<file path="src/rtl/memsplit_arb2.sv">
// memsplit_arb2: two-master / one-slave round-robin arbiter for the split req/ack/resp debug bus.
// Latency: request path and read-response path are combinational (zero cycles); one read outstanding.
// Backpressure: slave withholds s_ack; the selected master stays locked until accept or it drops req.
// Ports: clk_gen/srst (sync, active-high); m{0,1}_req/we/addr/be/wdata in, m{0,1}_ack/resp/rdata out;
//        s_req/we/addr/be/wdata out, s_ack/s_resp/s_rdata in.
// Optional read-response timeout: define MEMSPLIT_ARB_TIMEOUT_EN (uses TIMEOUT_CYCLES, TIMEOUT_RDATA).
module memsplit_arb2 #(
  parameter int unsigned TIMEOUT_CYCLES = 1024,
  parameter logic [31:0] TIMEOUT_RDATA  = 32'hDEADBEEF
) (
  input  logic        clk_gen,
  input  logic        srst,
  input  logic        m0_req,
  input  logic        m0_we,
  input  logic [31:0] m0_addr,
  input  logic [3:0]  m0_be,
  input  logic [31:0] m0_wdata,
  output logic        m0_ack,
  output logic        m0_resp,
  output logic [31:0] m0_rdata,
  input  logic        m1_req,
  input  logic        m1_we,
  input  logic [31:0] m1_addr,
  input  logic [3:0]  m1_be,
  input  logic [31:0] m1_wdata,
  output logic        m1_ack,
  output logic        m1_resp,
  output logic [31:0] m1_rdata,
  output logic        s_req,
  output logic        s_we,
  output logic [31:0] s_addr,
  output logic [3:0]  s_be,
  output logic [31:0] s_wdata,
  input  logic        s_ack,
  input  logic        s_resp,
  input  logic [31:0] s_rdata
);

  typedef enum logic {
    S_IDLE      = 1'b0,
    S_WAIT_RESP = 1'b1
  } state_t;

  state_t r_state;
  state_t w_state_nxt;

  logic r_last_grant;
  logic r_hold;
  logic r_held_sel;
  logic r_owner;

  logic w_hold_vld;
  logic w_sel;
  logic w_accept;
  logic w_tmo_hit;

  // Master selection, only meaningful in IDLE. A held grant is honoured only
  // while that master still requests; otherwise normal round-robin applies.
  always_comb begin
    w_hold_vld = r_hold & (r_held_sel ? m1_req : m0_req);
    w_sel      = 1'b0;
    if (r_state == S_IDLE) begin
      if (w_hold_vld)
        w_sel = r_held_sel;
      else if (m0_req & m1_req)
        w_sel = ~r_last_grant;
      else if (m1_req)
        w_sel = 1'b1;
    end
  end

  assign w_accept = s_req & s_ack;

`ifdef MEMSPLIT_ARB_TIMEOUT_EN
  localparam int unsigned TW = (TIMEOUT_CYCLES > 2) ? $clog2(TIMEOUT_CYCLES) : 1;

  logic [TW-1:0] r_tmo_cnt;

  // Held at zero in IDLE, so it starts from zero on every WAIT_RESP entry.
  always_ff @(posedge clk_gen) begin
    if (srst || (r_state == S_IDLE))
      r_tmo_cnt <= '0;
    else if (!s_resp)
      r_tmo_cnt <= r_tmo_cnt + 1'b1;
  end

  assign w_tmo_hit = (r_state == S_WAIT_RESP) & ~s_resp &
                     (r_tmo_cnt == TW'(TIMEOUT_CYCLES - 1));
`else
  logic w_unused_tmo;
  assign w_unused_tmo = (^TIMEOUT_RDATA) ^ (TIMEOUT_CYCLES == 0);
  assign w_tmo_hit    = 1'b0;
`endif

  // State register and bookkeeping registers.
  always_ff @(posedge clk_gen) begin
    if (srst) begin
      r_state      <= S_IDLE;
      r_last_grant <= 1'b1;
      r_hold       <= 1'b0;
      r_held_sel   <= 1'b0;
      r_owner      <= 1'b0;
    end else begin
      r_state <= w_state_nxt;
      // Lock the grant while the slave stalls; release on accept or withdrawal.
      r_hold  <= s_req & ~s_ack;
      if (s_req)
        r_held_sel <= w_sel;
      if (w_accept)
        r_last_grant <= w_sel;
      if (w_accept & ~s_we)
        r_owner <= w_sel;
    end
  end

  // Next-state logic.
  always_comb begin
    w_state_nxt = r_state;
    case (r_state)
      S_IDLE:      if (w_accept & ~s_we) w_state_nxt = S_WAIT_RESP;
      S_WAIT_RESP: if (s_resp | w_tmo_hit) w_state_nxt = S_IDLE;
      default:     w_state_nxt = S_IDLE;
    endcase
  end

  // Outputs. Everything master/slave-facing is forced quiet while srst is high,
  // so a response arriving during reset never reaches a master.
  always_comb begin
    s_req    = 1'b0;
    s_we     = w_sel ? m1_we    : m0_we;
    s_addr   = w_sel ? m1_addr  : m0_addr;
    s_be     = w_sel ? m1_be    : m0_be;
    s_wdata  = w_sel ? m1_wdata : m0_wdata;
    m0_ack   = 1'b0;
    m1_ack   = 1'b0;
    m0_resp  = 1'b0;
    m1_resp  = 1'b0;
    m0_rdata = '0;
    m1_rdata = '0;
    if (!srst) begin
      if (r_state == S_IDLE) begin
        s_req  = w_sel ? m1_req : m0_req;
        m0_ack = s_req & s_ack & ~w_sel;
        m1_ack = s_req & s_ack &  w_sel;
      end else if (s_resp | w_tmo_hit) begin
        if (r_owner) begin
          m1_resp  = 1'b1;
          m1_rdata = s_resp ? s_rdata : TIMEOUT_RDATA;
        end else begin
          m0_resp  = 1'b1;
          m0_rdata = s_resp ? s_rdata : TIMEOUT_RDATA;
        end
      end
    end
  end

endmodule

</file>
<file path="config.mk">
export PLATFORM = sky130hd
export DESIGN_NAME = memsplit_arb2
export DESIGN_NICKNAME = d
export VERILOG_FILES = /design/src/rtl/memsplit_arb2.sv
export SDC_FILE = /design/constraint.sdc
export NUM_CORES = 1
export LEC_CHECK = 0
export CAP_MARGIN = 40
export CELL_PAD_IN_SITES_DETAIL_PLACEMENT = 1
export CELL_PAD_IN_SITES_GLOBAL_PLACEMENT = 1
export CORE_AREA = 2 2 121 123
export CTS_BUF_LIST = sky130_fd_sc_hd__clkbuf_16
export DETAILED_ROUTE_END_ITERATION = 8
export DIE_AREA = 0 0 123 125
export PLACE_DENSITY_LB_ADDON = 0.15
export SYNTH_ARGS = -nofsm -noshare
export SYNTH_HDL_FRONTEND = slang
export SYNTH_SLANG_ARGS = --single-unit
</file>
<file path="constraint.sdc">
create_clock -name clk_gen -period 3.1 [get_ports clk_gen]
set_input_delay 0.62 -clock clk_gen [delete_from_list [all_inputs] [get_ports clk_gen]]
set_output_delay 0.62 -clock clk_gen [all_outputs]
set_load 0.1 [all_outputs]
</file>
==> reports/results.tsv, run 1 <==
metric	value	unit
outcome	complete, no violations	
r2r-end	r_state	
synthAdderAreaFrac	0	
first_pass_iters	3	
finalHoldViolCount	0	
seqPwrFrac	0.037	
cts_root_buf	clkbuf_16	
rsz0062_at_grt	false	
layout.cells.non_filler	676	
fin_crit_sh	0.935	
avgSynthCellArea	10.1	um2
min_path_type	register to register	
cts_tree	done	
r2r-start	r_state	
synth.area.top_cells	mux2_4 (56%), and2_1 (22%), dfxtp_1 (5.5%)	
synth_edf_count	0	
hold_buffers	0	
htreeDepth	1	
synth_area	1840	um2
intPower	959	uW
wl_met3	1650	um
slew_headroom	0.787	
powerDensity	292	nW/um2
io_pins	314	
core-area	14200	um2
highest_layer	met4	
clkPwrFrac	0.110	
grt_max_degree	34	
drc_errors	0	
maxCapViolCount	0	
r2r_slack	1800	ps
cp-startpoint	m0_req	
ys_ff_latch	5	
p_switching	991	uW
synth.most_common_cell	mux2_4	
yosys.area.top_type_share	0.556	
drive_above_1_share	0.470	
gp_congestion	0.801	
worst_pin_slew	320	ps
synthTopCellsByCount	mux2_4 (68), and2_1 (64), buf_6 (7), clkbuf_1 (7), dfxtp_1 (5)	
std_cell_rows	44	
vias	2657	
synthesis.nets	358	
leakage	0.00290	uW
nets	669	
die_area	15400	um2
switching_share	0.508	
rr_worst_depth	4	
post-route-min-period	2900	ps
yosys_most_used_dff	dfxtp_1	
fp.dieH	125	um
wl_met2	6580	um
synth-async-reset-ratio	0	
final_util	0.470	
final_max_slew_viol_count	0	
synth.distinct_cells	27	
seq_area_frac_synth	0.0545	
crit_required	2480	ps
place_ws	199	ps
critPathLaunchType	input port	
clk_path_buf_depth	2	
dp_hpwl	10800	um
wl	12200	um
syn2layout_area_growth	264	%
synth_compound_area_frac	0.0457	
clock-sinks	5	
synth_cells	182	
numPortBuffers	313	
synth_top_area_cell	mux2_4	
synth_top_family_by_area	multiplexers	
muxShareOfSynthArea	0.569	
insertion_delay	230	ps
wl_per_cell	18.1	um
cp.arrival	2280	ps
ys_warn_count	0	
critPathKind	input port to output port	
ir_drop	0.000156	V
cts_made_buffers	3	
via_per_inst	3.93	
drt-initial-drc-count	40	
setup_violations	0	
postCtsSetupBuffers	0	
pwr-share-comb	0.853	
diodes	0	
synth_xor_area_frac	0	
dp.cells	672	
clk_pin_slew	30	ps
gr-usage-all-layers	0.151	
start_util	0.129	
fin_skew	1.51	ps
ant_nets	0	
end_kind	output port	
crit_path_max_fanout	27	
grt_pass1_vias	3008	
grt_first_pass_wirelength	17900	um
die_w	123	um
grt_overflow_total	0	
fin_ws	202	ps
grt_antenna_before_repair	0	
fin_hold_ws	465	ps
wl_met1	3790	um
synth-simple-area-share	0.272	
cp-endpoint	s_addr[9]	
fmax	345	MHz
post_cts_resized	0	
[area by class of cell]
class | instances | area, um2
Clock buffer | 3 | 75.1
Tap cell | 184 | 230
Multi-Input combinational cell | 162 | 1640
Inverter | 1 | 3.75
Sequential cell | 5 | 100
Timing Repair Buffer | 320 | 4630
Fill cell | 1492 | 7520
Clock inverter | 1 | 3.75
[power groups by stage]
stage	Clock (uW)	Sequential [uW]	Combinational, uW
global placement	0	72.3	1660
global route	222	72.1	1710
finish	215	71.5	1660
floorplan	0	71.6	970
CTS	218	71.5	1680
detailed placement	0	72.4	1670
[cells by family (layout without fill, tap and decap cells)]
family	after synthesis	in the layout
AO/OA/AOI/OAI	12	12
AND/OR/NAND/NOR	80	80
flip-flops	5	5
buffers and inverters	15	325
multiplexers	70	70
[worst max-delay path: stages]
cell             delay, ps
clkdlybuf4s50_1        550
o21ai_4                120
nand2_4                180
buf_12                 250
mux2_4                 350
buf_12                 170
[cell usage in the layout, fill, tap and decap left out]
cell,count
nor2_1,3
or2_2,1
a21oi_2,1
nor3_1,1
nand2b_1,1
nand2_1,3
and2_1,56
nor2b_1,2
a31oi_1,1
buf_12,143
clkbuf_16,3
nor3b_2,1
nand2_4,1
nand3_1,1
mux2_2,1
buf_4,2
and2_2,8
o21ai_1,1
dfxtp_1,5
o2111ai_1,1
o21ai_4,1
nor3_2,1
mux2_1,1
a21oi_1,3
o21bai_1,1
clkdlybuf4s50_1,175
a311o_1,1
inv_1,2
o21ai_0,2
and2b_1,1
mux2_4,68
[registers in the layout (all words and copies together) (netlist names)]
register and flops:
r_last_grant 1, r_held_sel 1, r_owner 1, r_state 1
r_hold 1
[through the flow]
stage / instance area (um2) / power [uW] / TNS, ps
4_1_cts: 6680 / 1970 / 0
3_5_place_dp: 6600 / 1740 / 0
2_1_floorplan: 1850 / 1040 / -4.69
3_3_place_gp: 6600 / 1730 / 0
6_report: 6680 / 1950 / 0
5_1_grt: 6680 / 2000 / 0
[per-layer routing]
| metal | global-route usage | up-vias |
|---|---|---|
| met3 | 0.0616 | 15 |
| met5 | 0 | - |
| met2 | 0.299 | 185 |
| met4 | 0.0307 | 0 |
| li1 | - | 1243 |
| met1 | 0.143 | 1214 |
[worst min-delay path by stage]
stage	startpoint	to	slack, ps	cells after the start
after global routing	r_last_grant	r_last_grant	500	2
after floorplan	r_last_grant	r_last_grant	430	2
final	r_last_grant	r_last_grant	460	2
after detailed placement	r_last_grant	r_last_grant	460	2
after global placement	r_last_grant	r_last_grant	440	2
after CTS	r_last_grant	r_last_grant	470	2
(Power assumes the default switching activity.)
==> run 2, diff against run 1 <==
Settings changed: CORE_AREA 2 2 121 123 to 3 3 122 124, DIE_AREA 0 0 123 125 to 0 0 125 127.
==> run 2 against run 1 <==
Compared with the run above: count of clock-buffer cells in the layout unchanged; setup slack got worse by 47 ps; utilization increased by 0.91 points; combinational power about the same; global-route usage increased by 0.39 points; maximum frequency decreased by 1.6%; hold slack got worse by 3.7 ps.
==> reports/results.tsv, run 2 (synthesis gave the netlist of run 1 again) <==
metric	value	unit
diodes	0	
die_w	125	um
fin_skew	2.34	ps
crit_path_max_fanout	38	
cts_root_buf	clkbuf_16	
drive_above_1_share	0.468	
wl_per_cell	19.0	um
wl	12800	um
placed_area	6580	um2
path_delay_family	buffers and inverters	
die_area	15900	um2
grt_pass1_vias	2934	
vias	2670	
fmax	340	MHz
worst_pin_slew	304	ps
maxCapViolCount	0	
final_cell_area	6660	um2
grt_max_degree	39	
slowest_stage	clkdlybuf4s50_1	
rsz0062_at_grt	false	
core-area	13900	um2
end_kind	output port	
cts_tree	done	
finalHoldViolCount	0	
hold_buffers	0	
io_pins	314	
slowest_delay	470	ps
syn2layout_area_growth	263	%
outcome	complete, no violations	
htreeDepth	1	
gp_congestion	0.860	
min_path_cells	2	
grt_first_pass_wirelength	19300	um
final_common_cell	clkdlybuf4s50_1	
crit_top_cell	buf_12	
rr_worst_depth	4	
place_ws	170	ps
final_max_slew_viol_count	0	
powerDensity	292	nW/um2
intPower	956	uW
grt_antenna_before_repair	0	
nFillCells	1425	
ant_nets	0	
seqPwrFrac	0.037	
drc_errors	0	
slew_headroom	0.797	
std_cell_rows	43	
p_switching	991	uW
fin_ws	155	ps
fp.dieH	127	um
cts_made_buffers	3	
final_cell_mix	clkdlybuf4s50_1 (175), buf_12 (142), mux2_4 (68)	
post-route-min-period	2950	ps
fin_crit_sh	0.950	
postCtsSetupBuffers	0	
nets	668	
crit_buf_inv	3	
grt_overflow_total	0	
clkPwrFrac	0.109	
pwr-share-comb	0.854	
crit_required	2480	ps
critPathKind	input port to output port	
leakage	0.00289	uW
clk_path_buf_depth	2	
via_per_inst	3.98	
numPortBuffers	313	
post_cts_resized	0	
start_util	0.132	
dp_hpwl	11400	um
cp.depth	6	
insertion_delay	230	ps
first_pass_iters	3	
drt-initial-drc-count	53	
min_path_type	register to register	
clk_pin_slew	30	ps
ir_drop	0.0000908	V
cp.arrival	2330	ps
switching_share	0.509	
critPathLaunchType	input port	
clock-sinks	5	
gr-usage-all-layers	0.155	
crit_chain	clkdlybuf4s50_1 -> and2b_1 -> nand2_4 -> buf_12 -> mux2_4 -> buf_12	
setup_violations	0	
==> run 2: path summary, 6_finish.rpt <==
kind	startpoint	to	slack, ps
worst max-delay path	m1_req	s_addr[10]	150
worst min-delay path	r_last_grant	r_last_grant	460
worst max register to register	r_state	r_state	1780
worst min register to register	r_last_grant	r_last_grant	460
==> run 2: layout make-up <==
cell class	instances	area, um2	share of cell area
timing repair buffer	319	4610	0.692
multi-input combinational	162	1640	0.246
tap	180	225	0.0338
sequential	5	100	0.0150
clock buffer	3	75.1	0.0113
clock inverter	1	3.75	0.000564
inverter	1	3.75	0.000564
==> run 2: worst min-delay path: stages, from the launching register on <==
cell and delay [ps]:
dfxtp_1 320, a21oi_1 60, nand2_1 50
==> run 2: through the flow <==
stage / total power [uW] / hold slack (ps) / std cells / utilization / TNS, ps
after floorplan: 1040 / 429 / 182 / - / -4.69
after detailed placement: 1740 / 457 / 667 / 0.474 / 0
after global placement: 1730 / 440 / 667 / 0.474 / 0
after CTS: 1970 / 466 / 671 / 0.480 / 0
final: 1950 / 461 / 671 / 0.480 / 0
after global routing: 2000 / 506 / 671 / 0.480 / 0
==> run 2: power by group through the flow <==
stage	clock (uW)	sequential, uW	combinational, uW
after floorplan	0	71.6	970
after global placement	0	72.0	1660
after detailed placement	0	72.3	1670
after CTS	218	71.4	1680
after global routing	219	72.0	1710
final	213	71.4	1660
==> run 2: routing by layer <==
| layer | up-vias | GRT usage | routed length (um) |
|---|---|---|---|
| met1 | 1243 | 0.170 | 4480 |
| met2 | 178 | 0.297 | 7000 |
| met5 | - | 0 | 0 |
| met3 | 5 | 0.0535 | 1210 |
| li1 | 1244 | - | - |
| met4 | 0 | 0.0191 | 67 |
==> run 3, diff against run 2 <==
Settings changed: ABC_AREA from default to 1, CORE_AREA 3 3 122 124 to default, CORE_MARGIN from default to 3, CORE_UTILIZATION from default to 10, CTS_CLUSTER_SIZE from default to 24, DIE_AREA 0 0 125 127 to default.
==> run 3 against run 2 <==
Compared with the run above: critical path depth rose by 1; via count rose by 24%; global-route usage fell by 1.6 points; synthesized cell count rose by 100%; largest power group unchanged.
==> reports/results.tsv, run 3 <==
metric	value	unit
ys_ff_latch	5	
synth.most_common_cell	nand2_1	
gr-usage-all-layers	0.139	
hold_buffers	0	
placed_area	6570	um2
crit_path_max_fanout	32	
wl_per_cell	14.8	um
yosys.area.top_type_share	0.484	
std_cell_rows	46	
slowest_stage	clkdlybuf4s50_1	
ys_warn_count	0	
io_pins	314	
final_max_slew_viol_count	0	
grt_first_pass_wirelength	20000	um
grt_pass1_vias	3614	
fin_crit_sh	0.930	
synth-simple-area-share	0.701	
synthesis.nets	541	
clk_pin_slew	30	ps
nFillCells	1841	
yosys_most_used_dff	dfxtp_1	
grt_max_degree	45	
synth_top_family_by_area	simple AND/OR/NAND/NOR gates	
post-route-min-period	2880	ps
grt_antenna_before_repair	0	
crit_top_cell	buf_12	
rsz0062_at_grt	false	
min_path_type	register to register	
critPathKind	input port to output port	
muxShareOfSynthArea	0	
die_area	17900	um2
clock-sinks	5	
synth-async-reset-ratio	0	
crit_required	2480	ps
critPathLaunchType	input port	
worstHoldStart	r_held_sel	
first_pass_iters	4	
cts_root_buf	clkbuf_16	
slowest_delay	650	ps
drive_above_1_share	0.284	
powerDensity	287	nW/um2
final_cell_area	6650	um2
ant_nets	0	
synth_top_area_cell	nand2_1	
cp.arrival	2260	ps
final_cell_mix	nand2_1 (210), clkdlybuf4s50_1 (175), buf_12 (143)	
finalHoldViolCount	0	
drt-initial-drc-count	74	
cts_made_buffers	3	
synth_edf_count	0	
maxCapViolCount	0	
leakage	0.00305	uW
synthTopCellsByCount	nand2_1 (211), nor2_1 (57), inv_1 (42), buf_6 (13), nor2_2 (12)	
worst_pin_slew	380	ps
diodes	0	
drc_errors	0	
crit_buf_inv	5	
die_w	134	um
insertion_delay	220	ps
path_delay_family	buffers and inverters	
postCtsSetupBuffers	0	
synth_xor_area_frac	0	
syn2layout_area_growth	306	%
post_cts_resized	0	
fin_skew	1.94	ps
start_util	0.103	
fmax	347	MHz
synthAdderAreaFrac	0	
cp-startpoint	s_resp	
synth_compound_area_frac	0.0206	
r2r-start	r_hold	
fin_tns_setup	0	ps
end_kind	output port	
synth_area	1640	um2
avgSynthCellArea	4.49	um2
synth.area.top_cells	nand2_1 (48%), nor2_1 (13%), inv_1 (9.6%)	
synth_cells	365	
ir_drop	0.000141	V
cts_tree	done	
outcome	complete, no violations	
via_per_inst	3.74	
dp_hpwl	11900	um
seq_area_frac_synth	0.0611	
clk_path_buf_depth	2	
htreeDepth	1	
grt_overflow_total	0	
core-area	15900	um2
crit_chain	clkdlybuf4s50_1 -> inv_12 -> nor4_4 -> inv_2 -> buf_12 -> nor2_4 -> buf_12	
fp.dieH	134	um
nets	845	
gp_congestion	0.799	
slew_headroom	0.747	
setup_violations	0	
wl	13100	um
numPortBuffers	313	
synth.distinct_cells	17	
final_common_cell	nand2_1	
vias	3304	
run 3: logic make-up after synthesis:
group | count (synthesis)
AO/OA/AOI/OAI | 6
AND/OR/NAND/NOR | 288
flip-flops | 5
buffers and inverters | 66
run 3: metal layers:
| metal | share of wire | GRT usage |
|---|---|---|
| met2 | 0.54 | 0.273 |
| met4 | 0.026 | 0.0337 |
| met1 | 0.32 | 0.130 |
| met5 | 0 | 0 |
| met3 | 0.12 | 0.0638 |
run 3: per-stage QoR:
stage	setup slack, ps	util	power, uW	hold WS [ps]	instances
after floorplan	-316	-	982	436	365
after global placement	249	0.412	1710	451	880
after detailed placement	193	0.412	1720	467	880
after CTS	189	0.417	1940	473	884
after global routing	129	0.417	1980	502	884
final	217	0.417	1910	468	884
run 3: path summary, 6_finish.rpt:
check / slack, ps / cells past startpoint / to
min reg2reg: 470 / 2 / r_held_sel
max: 220 / 7 / m0_rdata[2]
min: 470 / 2 / r_held_sel
max reg2reg: 1670 / 8 / r_state
run 3: worst register-to-register path, stage by stage (launching register included):
cell and delay (ps):
dfxtp_1 320, inv_1 40, nand2_1 50, nand3_1 110, nand2_2 150, buf_4 340, nand2_2 90, nand3_1 110
a21oi_1 80
run 3: layout make-up:
cell class | count | area, um2 | area share
inverters | 45 | 181 | 0.0273
clock inverters | 1 | 3.75 | 0.000564
flip-flops and latches | 5 | 100 | 0.0150
multi-input cells | 294 | 1390 | 0.209
clock buffers | 3 | 75.1 | 0.0113
well taps | 216 | 270 | 0.0406
repair buffers | 320 | 4630 | 0.696
run 3: report_power, final:
group / total (uW) / leakage [uW] / internal (uW) / switching (uW)
Sequential: 71.8 / 0.0000411 / 68.8 / 3.02
Combinational: 1630 / 0.00296 / 625 / 1010
Clock: 205 / 0.0000423 / 167 / 38.2
